### src/rtl/setting_pkg.sv
// setting_pkg: shared simulation-state and key-code types for the setting controller.
package setting_pkg;
    typedef enum logic [1:0] {START, SIM, PAUSE, ENDING} sim_state_t;
    typedef enum logic [3:0] {
        KEY_STOP = 4'hA, KEY_RESUME, KEY_UP, KEY_DOWN, KEY_ESCAPE, KEY_ENTER
    } key_t;
    localparam logic [3:0] DIGIT_MAX = 4'd9;
endpackage

### src/rtl/setting_controller_if.sv
// setting_controller_if: keypad strobe in, controller state and setting values out.
interface setting_controller_if #(parameter int NUM_SETTINGS = 4, parameter int VAL_W = 6);
    localparam int SEL_W = $clog2(NUM_SETTINGS);
    logic [3:0] keyCode;
    logic pressed;
    logic [1:0] simState;
    logic [SEL_W-1:0] setting;
    logic [VAL_W-1:0] entry;
    logic [2:0] digitCount;
    logic [NUM_SETTINGS*VAL_W-1:0] values;
    logic commit;
    modport master(output keyCode, pressed, input simState, setting, entry, digitCount, values, commit);
    modport slave(input keyCode, pressed, output simState, setting, entry, digitCount, values, commit);
endinterface

### src/rtl/decimal_entry.sv
// decimal_entry: bounded decimal accumulator; SETTING_BACKSPACE_EN makes backspace drop one digit,
// otherwise backspace clears the whole entry.
module decimal_entry #(
    parameter int VAL_W = 6,
    parameter int VAL_MAX = 63,
    parameter int MAX_DIGITS = 2
) (
    input  logic clk,
    input  logic rst,
    input  logic digit_valid,
    input  logic [3:0] digit,
    input  logic clear,
    input  logic backspace,
    output logic [VAL_W-1:0] entry,
    output logic [2:0] digit_count
);
    localparam int CW = VAL_W + 4;
    logic [CW-1:0] cand;
    logic accept;
    // Candidate is kept 4 bits wider so an overflowing value is rejected, never wrapped.
    assign cand = CW'(entry) * CW'(10) + CW'(digit);
    assign accept = digit_valid && digit_count < 3'(MAX_DIGITS) && cand <= CW'(VAL_MAX);
`ifdef SETTING_BACKSPACE_EN
    always_ff @(posedge clk) begin
        if (rst || clear) begin
            entry <= '0;
            digit_count <= '0;
        end else if (accept) begin
            entry <= cand[VAL_W-1:0];
            digit_count <= digit_count + 3'd1;
        end else if (backspace && digit_count != 3'd0) begin
            entry <= entry / VAL_W'(10);
            digit_count <= digit_count - 3'd1;
        end
    end
`else
    always_ff @(posedge clk) begin
        if (rst || clear || backspace) begin
            entry <= '0;
            digit_count <= '0;
        end else if (accept) begin
            entry <= cand[VAL_W-1:0];
            digit_count <= digit_count + 3'd1;
        end
    end
`endif
endmodule

### src/rtl/setting_controller.sv
// setting_controller: keypad-driven START/SIM/PAUSE/ENDING controller with bounded setting entry.
// Build option SETTING_BACKSPACE_EN turns ESCAPE into a one-digit backspace.
module setting_controller
    import setting_pkg::*;
#(
    parameter int NUM_SETTINGS = 4,
    parameter int VAL_W = 6,
    parameter int VAL_MAX = 63,
    parameter int MAX_DIGITS = 2,
    parameter int RESET_VAL = 0
) (
    input logic clk,
    input logic rst,
    setting_controller_if.slave bus
);
    localparam int SEL_W = $clog2(NUM_SETTINGS);
    localparam logic [SEL_W-1:0] LAST = SEL_W'(NUM_SETTINGS - 1);
    sim_state_t state, state_nx;
    logic [SEL_W-1:0] sel;
    logic [VAL_W-1:0] vals [NUM_SETTINGS];
    logic [VAL_W-1:0] entry;
    logic [2:0] dcount;
    logic [NUM_SETTINGS*VAL_W-1:0] flat;
    logic commit_q, edit, resume, stop, up, down, esc, enter, is_digit;
    assign edit = bus.pressed && state == START;
    assign resume = bus.pressed && bus.keyCode == KEY_RESUME;
    assign stop = bus.pressed && bus.keyCode == KEY_STOP;
    assign up = edit && bus.keyCode == KEY_UP;
    assign down = edit && bus.keyCode == KEY_DOWN;
    assign esc = edit && bus.keyCode == KEY_ESCAPE;
    assign enter = edit && bus.keyCode == KEY_ENTER && dcount != 3'd0;
    assign is_digit = bus.keyCode <= DIGIT_MAX;
    always_comb begin
        state_nx = state;
        if (resume) state_nx = state == ENDING ? START : SIM;
        if (stop) state_nx = state == SIM ? PAUSE : state == PAUSE ? ENDING : state;
    end
    always_ff @(posedge clk) begin
        if (rst) state <= START;
        else state <= state_nx;
    end
    // Leaving START via RESUME discards any partial entry in the same update.
    decimal_entry #(.VAL_W(VAL_W), .VAL_MAX(VAL_MAX), .MAX_DIGITS(MAX_DIGITS)) u_entry (
        .clk(clk),
        .rst(rst),
        .digit_valid(edit && is_digit),
        .digit(bus.keyCode),
        .clear(up || down || enter || (edit && resume)),
        .backspace(esc),
        .entry(entry),
        .digit_count(dcount)
    );
    always_ff @(posedge clk) begin
        if (rst) sel <= '0;
        else if (up) sel <= sel == LAST ? '0 : sel + SEL_W'(1);
        else if (down) sel <= sel == '0 ? LAST : sel - SEL_W'(1);
    end
    always_ff @(posedge clk) begin
        if (rst) begin
            for (int i = 0; i < NUM_SETTINGS; i++) vals[i] <= VAL_W'(RESET_VAL);
            commit_q <= 1'b0;
        end else begin
            if (enter) vals[sel] <= entry;
            commit_q <= enter;
        end
    end
    always_comb begin
        flat = '0;
        for (int i = 0; i < NUM_SETTINGS; i++) flat[i*VAL_W +: VAL_W] = vals[i];
    end
    assign bus.simState = state;
    assign bus.setting = sel;
    assign bus.entry = entry;
    assign bus.digitCount = dcount;
    assign bus.values = flat;
    assign bus.commit = commit_q;
endmodule

### src/flat_wrapper.sv
// flat-port wrapper written by rule: the top's interface ports become plain ports
module setting_controller_flat import setting_pkg::*;
#(
    parameter int NUM_SETTINGS = 4,
    parameter int VAL_W = 6,
    parameter int VAL_MAX = 63,
    parameter int MAX_DIGITS = 2,
    parameter int RESET_VAL = 0
)
  (clk, rst, bus_keyCode, bus_pressed, bus_simState, bus_setting, bus_entry, bus_digitCount, bus_values, bus_commit);
  setting_controller_if #(.NUM_SETTINGS(NUM_SETTINGS), .VAL_W(VAL_W)) bus_i ();
  input logic clk;
  input logic rst;
  input wire logic [$bits(bus_i.keyCode)-1:0] bus_keyCode;
  input wire logic [$bits(bus_i.pressed)-1:0] bus_pressed;
  output wire logic [$bits(bus_i.simState)-1:0] bus_simState;
  output wire logic [$bits(bus_i.setting)-1:0] bus_setting;
  output wire logic [$bits(bus_i.entry)-1:0] bus_entry;
  output wire logic [$bits(bus_i.digitCount)-1:0] bus_digitCount;
  output wire logic [$bits(bus_i.values)-1:0] bus_values;
  output wire logic [$bits(bus_i.commit)-1:0] bus_commit;
  assign bus_i.keyCode = bus_keyCode;
  assign bus_i.pressed = bus_pressed;
  assign bus_simState = bus_i.simState;
  assign bus_setting = bus_i.setting;
  assign bus_entry = bus_i.entry;
  assign bus_digitCount = bus_i.digitCount;
  assign bus_values = bus_i.values;
  assign bus_commit = bus_i.commit;
  setting_controller #(.NUM_SETTINGS(NUM_SETTINGS), .VAL_W(VAL_W), .VAL_MAX(VAL_MAX), .MAX_DIGITS(MAX_DIGITS), .RESET_VAL(RESET_VAL)) u_core (.clk(clk), .rst(rst), .bus(bus_i));
endmodule
### config.mk
export PLATFORM = sky130hd
export DESIGN_NAME = setting_controller_flat
export DESIGN_NICKNAME = d
export VERILOG_FILES = /design/src/rtl/setting_pkg.sv /design/src/rtl/setting_controller_if.sv /design/src/rtl/decimal_entry.sv /design/src/rtl/setting_controller.sv /design/src/flat_wrapper.sv
export SDC_FILE = /design/constraint.sdc
export NUM_CORES = 1
export LEC_CHECK = 0
export ABC_CLOCK_PERIOD_IN_PS = 2700
export CORE_MARGIN = 1.5
export CORE_UTILIZATION = 47
export CTS_BUF_LIST = sky130_fd_sc_hd__clkbuf_8
export DETAILED_ROUTE_END_ITERATION = 6
export PLACE_DENSITY = 0.9
export SLEW_MARGIN = 20
export SYNTH_ARGS = -nofsm -noshare
export SYNTH_HDL_FRONTEND = slang
export SYNTH_SLANG_ARGS = --single-unit
### constraint.sdc
create_clock -name clk -period 2.7 [get_ports clk]
set_clock_uncertainty 0.15 [all_clocks]
set_input_delay 0.405 -clock clk [delete_from_list [all_inputs] [get_ports clk]]
set_output_delay 0.405 -clock clk [all_outputs]
set_load 0.01 [all_outputs]
==> impl_metrics.toml, run 1 <==
[outcome]
status = "complete, no violations"

[synthesis]
postSynthCellCount = 181
syn_nets = 208
yosys.area_share.simple_pct = 21.9
ys_warn_count = 0
synth-xor-area-share_pct = 2.16
avgSynthCellArea_um2 = 11.2
syn_area_mm2 = 0.00203
ys_types = 40
synth_compound_area_share_pct = 8.81
synth-seq-cells = 38
yosysSeqAreaShare_pct = 49.3
synth_top_family_by_area = "simple AND/OR/NAND/NOR gates"
synthMuxAreaShare_pct = 2.46
synth_fa_ha_area_share_pct = 13.1

[clocking]
clockRootBuffer = "clkbuf_8"
clock_latency_ns = 0.29
path_clk_slew_ns = 0.08
cts_tree = "built"
cts_made_buffers = 5
cts_max_path_buffers = 2
h-tree-depth = 2
hold_buffers = 0
clock-sinks = 38

[global_route]
grt_max_degree = 13
grt_first_pass_wirelength_um = 7040
grt_util_all_layers_pct = 20.8
grt_pass1_vias = 1527
antenna_found_initial = 0
globalRouteOverflowTotal = 0

[timing]
min_period_over_period_pct = 98.9
rsz0062_at_grt = "true"
worst_pin_slew_ns = 0.646
timing.final.max_slew_violations = 0
relSlewSlack_pct = 56.8
finalSetupTns_ns = 0
setup_violations = 0
fin_crit_ns = 2.67
hold_slack_ns = 0.362
hold_violations = 0
max_freq_ghz = 0.375

[min_path]
hold_path.class = "reg -> reg"

[setup_path]
critical_path_class = "reg -> reg"
critPathRequiredTime_ns = 2.73
crit_buf_inv = 1
crit_path_start_kind = "flop"
crit_fanout = 5
cp_cell_sequence = "ha_4 -> ha_4 -> fa_2 -> nand2_2 -> or3_4 -> a211oi_4 -> buf_6 -> nand2_4 -> mux2i_1"
crit_arrival_ns = 2.70
cp_slowest_cell = "fa_2"
endpoint_kind = "flop"
crit_top_cell = "ha_4"
critPathTopFamily = "adder cells"
critPathMaxStageDelay_ns = 0.55

[power_and_ir_drop]
ir_drop_mv = 0.287
power.density_mw_per_mm2 = 581
p_leak_nw = 1.17

[cells_and_area]
drive_above_1_share_pct = 21.5
final_cell_count_no_fill = 301
nNetsFinal = 277
synthToLayoutAreaGrowth_pct = 42.8
antenna_cells_inserted = 0

[floorplan]
die_area_mm2 = 0.00472
die-height_um = 68.7
placementRows = 23
initial_core_util_pct = 49.7
dieWidth_um = 68.7
io_pins = 45
core-area_mm2 = 0.00409

[drt]
ant_nets = 0
firstDrtPassIters = 5
remaining_drc_errors = 0
wl_per_cell_um = 15.8
vias_per_cell = 5.48
wl_um = 4750
detailroute.via_count = 1648
drt_iter0_markers = 142

[place]
routabilityCongestion = 0.827
portBuffers = 44
dp.cells = 288
hpwl_um = 3310

[run]
cap_violations = 0
[cells in the mapped netlist, drive strengths merged]
master	instances	share of area (%)
a31oi	5	1.5
nor2b	2	0.62
inv	9	1.7
nand4	1	0.31
nor3b	2	0.74
and3b	1	0.43
nor3	6	1.5
nand4b	1	0.43
buf	1	0.25
nand2	14	3.0
a311oi	1	0.43
o21ai	4	0.99
o2bb2ai	1	0.43
clkbuf	2	0.37
a31o	1	0.43
and4b	1	0.55
mux2i	5	2.5
dfxtp	14	14
nand2b	1	0.31
xnor2	5	2.2
fa	2	2.0
ha	18	11
and2	24	7.4
nand3	4	0.99
and4	1	0.43
o221ai	1	0.43
a21oi	5	1.2
or3	2	0.86
a21o	3	1.2
and3	4	1.3
or2	4	1.2
nor2	7	1.3
a211oi	4	2.1
edfxtp	24	35
nor4	1	0.62
[cell families after synthesis]
| group | after synthesis |
|---|---|
| xor+xnor | 5 |
| simple gates | 76 |
| compound gates | 25 |
| buf+inv | 12 |
| mux | 5 |
| flops | 38 |
| fa+ha+maj | 20 |
[repair_timing]
| item | CTS | global route |
|---|---|---|
| pin swaps | 6 | 7 |
| setup endpoints to repair | 7 | 9 |
| setup buffers | 2 | 3 |
| resized for setup | 8 | 6 |
[routing by layer]
metal	part of all wire, %	global-route usage [%]	routed length, um
met1	39	23.9	1870
met2	52	37.7	2460
met3	6.8	5.03	323
met4	2.0	6.62	95
met5	0	0	0
[through the flow]
step                total power (W)  worst slack, ns  utilization, %  instance area [um^2]
floorplan                  0.000870           0.0424               -                  2030
CTS                         0.00164          -0.0575            69.4                  2840
detailed placement          0.00102           -0.104            64.7                  2640
global route                0.00175          -0.0283            70.9                  2900
finish                      0.00169           0.0302            70.9                  2900
global placement            0.00101          -0.0194            64.7                  2640
[where the power goes]
part           total (W)  leakage (nW)  switching [W]  internal (W)
Clock           0.000601        0.0714       0.000207      0.000394
Combinational   0.000417         0.740       0.000205      0.000212
Sequential      0.000667         0.363      0.0000210      0.000646
Total            0.00169          1.17       0.000433       0.00125
[cells in the final DEF (no fill, tap or decap), types with 2 or more instances in the layout]
master,Yosys,final
a211oi_1,3,3
a21o_2,2,2
a21oi_1,5,5
a31oi_1,5,4
and2_1,24,24
and3_1,3,3
buf_4,0,20
bufinv_16,0,2
clkbuf_8,0,6
clkdlybuf4s50_1,0,44
dfxtp_1,14,11
dfxtp_2,0,2
edfxtp_1,24,24
ha_1,18,14
ha_4,0,3
inv_1,9,9
mux2i_1,5,5
nand2_1,13,11
nand2_2,0,2
nand3_1,4,4
nor2_1,7,7
nor2b_1,2,2
nor3_1,6,5
nor3b_1,2,2
o21ai_0,4,3
or2_2,4,4
xnor2_1,5,5
[worst reg2reg max path, stage by stage (launching register included)]
cell	delay, ns
dfxtp_2	0.34
ha_4	0.24
ha_4	0.16
fa_2	0.55
nand2_2	0.07
or3_4	0.40
a211oi_4	0.24
buf_6	0.16
nand2_4	0.10
mux2i_1	0.14
[state kept, by name, indices dropped and copies added (netlist names)]
name and cells:
u_core.u_entry.entry 6, u_core.u_entry.digit_count 3, u_core.vals 24, u_core.bus.setting 2, u_core.bus.commit 1, u_core.bus.simState 2
[layout make-up]
class / instances / area [um^2]
fill: 256 / 1190
inverter: 9 / 33.8
clock inverter: 2 / 60.1
sequential: 38 / 1010
clock buffer: 6 / 82.6
multi-input combinational: 131 / 1050
tap: 50 / 62.6
timing repair buffer: 65 / 602
[final timing paths]
kind / from / to / slack [ns] / depth (start not counted)
worst max-delay path: u_core.u_entry.entry[1] / u_core.u_entry.entry[1] / 0.03 / 9
worst min-delay path: u_core.u_entry.digit_count[0] / u_core.u_entry.digit_count[0] / 0.36 / 2
worst max register to register: u_core.u_entry.entry[1] / u_core.u_entry.entry[1] / 0.03 / 9
worst min register to register: u_core.u_entry.digit_count[0] / u_core.u_entry.digit_count[0] / 0.36 / 2
(Power assumes the default switching activity.)
==> inputs of run 2 (changes only) <==
--- a/config.mk
+++ b/config.mk
@@ -10,6 +10,7 @@
 export CORE_UTILIZATION = 47
 export CTS_BUF_LIST = sky130_fd_sc_hd__clkbuf_8
 export DETAILED_ROUTE_END_ITERATION = 6
+export MAX_ROUTING_LAYER = met4
 export PLACE_DENSITY = 0.9
 export SLEW_MARGIN = 20
 export SYNTH_ARGS = -nofsm -noshare
==> run 2 against run 1 <==
Flip-flop and latch count unchanged. Via count down 0.36%. Combinational power about the same. Critical path depth unchanged. Wire length down 0.25%. Sequential power about the same. Final cell count unchanged. Clock power about the same. Register-to-register slack about the same. Critical endpoint unchanged. Highest routed layer unchanged.
==> impl_metrics.toml, run 2 (synthesis results as in run 1) <==
[cells_and_area]
nNetsFinal = 277
reg.largest.list = "u_core.vals x24, u_core.u_entry.entry x6, u_core.u_entry.digit_count x3"
mostFrequentLayoutCells = "clkdlybuf4s50_1, and2_1, edfxtp_1"
fill_cells = 256
registers.top_by_ff_count = "u_core.vals"
drive_above_1_share_pct = 21.5
antenna_cells_inserted = 0
final_common_cell = "clkdlybuf4s50_1"
final_cell_count_no_fill = 301
synthToLayoutAreaGrowth_pct = 42.8
largest_reg_flops = 24

[setup_path]
ff2ff_setup_slack_ns = 0.03
crit_buf_inv = 1
critical_path_class = "reg -> reg"
critPathRequiredTime_ns = 2.73
crit_path_start_kind = "flop"
critPathTopFamily = "adder cells"
cp_cell_sequence = "ha_4 -> ha_4 -> fa_2 -> nand2_2 -> or3_4 -> a211oi_4 -> buf_6 -> nand2_4 -> mux2i_1"
crit_arrival_ns = 2.70
endpoint_kind = "flop"
critPathMaxStageDelay_ns = 0.55
r2r-start = "u_core.u_entry.entry[1]"
r2r_end = "u_core.u_entry.entry[1]"
cp_slowest_cell = "fa_2"
crit_top_cell = "ha_4"
crit_fanout = 5
r2r_cells = 9

[timing]
rsz0062_at_grt = "true"
max_freq_ghz = 0.375
fin_crit_ns = 2.67
worst_pin_slew_ns = 0.665
setup_violations = 0
min_period_over_period_pct = 98.9
timing.final.max_slew_violations = 0
relSlewSlack_pct = 55.5
hold_violations = 0

[floorplan]
placementRows = 23
die-height_um = 68.7
core-area_mm2 = 0.00409
die_area_mm2 = 0.00472
initial_core_util_pct = 49.7
io_pins = 45
dieWidth_um = 68.7

[drt]
wl_um = 4740
firstDrtPassIters = 4
wl_per_cell_um = 15.7
remaining_drc_errors = 0
detailroute.via_count = 1642
vias_per_cell = 5.46
ant_nets = 0
drt_iter0_markers = 172

[global_route]
globalRouteOverflowTotal = 0
grt_first_pass_wirelength_um = 7030
grt_pass1_vias = 1520
grt_util_all_layers_pct = 21.3
busiest_layer = "met2"
met2_usage_pct = 37.6
antenna_found_initial = 0
grtUsageMet1_pct = 23.9
use_met3_pct = 5.03
grt_max_degree = 13

[place]
routabilityCongestion = 0.840
hpwl_um = 3310
dp.cells = 288
portBuffers = 44

[clocking]
clock-sinks = 38
cts_tree = "built"
path_clk_slew_ns = 0.08
clock_latency_ns = 0.30
cts_max_path_buffers = 2
h-tree-depth = 2
clockRootBuffer = "clkbuf_8"
cts_made_buffers = 5
hold_buffers = 0

[power_and_ir_drop]
p_comb_share_pct = 24.8
p_leak_nw = 1.17
clkPwrFrac_pct = 35.7
p_sw_share_pct = 25.8
share_seq_of_total_power_pct = 39.5
power.density_mw_per_mm2 = 582
fin_total_pwr_w = 0.00169
p_sw_w = 0.000435
p_int_w = 0.00125
ir_drop_mv = 0.287

[run]
cap_violations = 0

[min_path]
hold_depth = 2
hp-start = "u_core.u_entry.digit_count[0]"
hold_path.class = "reg -> reg"
hold_end = "u_core.u_entry.digit_count[0]"

[outcome]
status = "complete, no violations"
[run 2: worst max path at each step]
stage	startpoint	endpoint	slack [ns]	depth (start not counted)
floorplan	u_core.u_entry.entry[1]	u_core.u_entry.entry[2]	0.04	8
global placement	bus_keyCode[2]	u_core.u_entry.entry[2]	-0.02	8
detailed placement	bus_keyCode[1]	u_core.u_entry.digit_count[2]	-0.10	10
CTS	u_core.u_entry.entry[1]	u_core.u_entry.digit_count[2]	-0.06	8
global route	u_core.u_entry.entry[1]	u_core.u_entry.entry[2]	-0.03	9
finish	u_core.u_entry.entry[1]	u_core.u_entry.entry[1]	0.03	9
[run 2: stage by stage]
step | setup WS, ns | cell area, um^2 | setup TNS, ns | hold slack (ns) | utilization, %
floorplan | 0.0424 | 2030 | 0 | 0.346 | -
global placement | -0.0194 | 2640 | -0.0364 | 0.335 | 64.7
detailed placement | -0.104 | 2640 | -0.660 | 0.351 | 64.7
CTS | -0.0575 | 2840 | -0.0645 | 0.368 | 69.4
global route | -0.0283 | 2900 | -0.0563 | 0.401 | 70.9
finish | 0.0308 | 2900 | 0 | 0.362 | 70.9
[run 2: tightest hold or removal path: cells and delay by family (launching register included)]
kind | cells | cell delay, ns
flip-flops | 1 | 0.34
AND/OR/NAND/NOR | 1 | 0.06
multiplexers | 1 | 0.06
[run 2: area by class of cell]
type,count,area [um^2],share of cell area (%)
clock inverters,2,60.1,2.07
inverters,9,33.8,1.17
clock buffers,6,82.6,2.85
multi-input cells,131,1050,36.3
flip-flops and latches,38,1010,34.7
repair buffers,65,602,20.8
well taps,50,62.6,2.16
[run 2: power by group through the flow]
stage | clock network [W] | logic (W) | registers [W]
floorplan | 0 | 0.000172 | 0.000698
CTS | 0.000602 | 0.000374 | 0.000667
finish | 0.000603 | 0.000418 | 0.000666
global route | 0.000630 | 0.000449 | 0.000670
global placement | 0 | 0.000335 | 0.000677
detailed placement | 0 | 0.000345 | 0.000679
[run 2: repair_timing]
action                                  CTS  global route
resized for setup                         8             6
endpoints found under the setup margin    7             9
pin swaps                                 6             7
buffers inserted                          2             3
hold endpoints to repair                  0             0
[run 2: routing by layer]
| layer | vias to the layer above | share of wire, % |
|---|---|---|
| met5 | - | 0 |
| met4 | 0 | 2.0 |
| met3 | 12 | 6.2 |
| met2 | 63 | 52 |
| met1 | 784 | 40 |
| li1 | 783 | - |
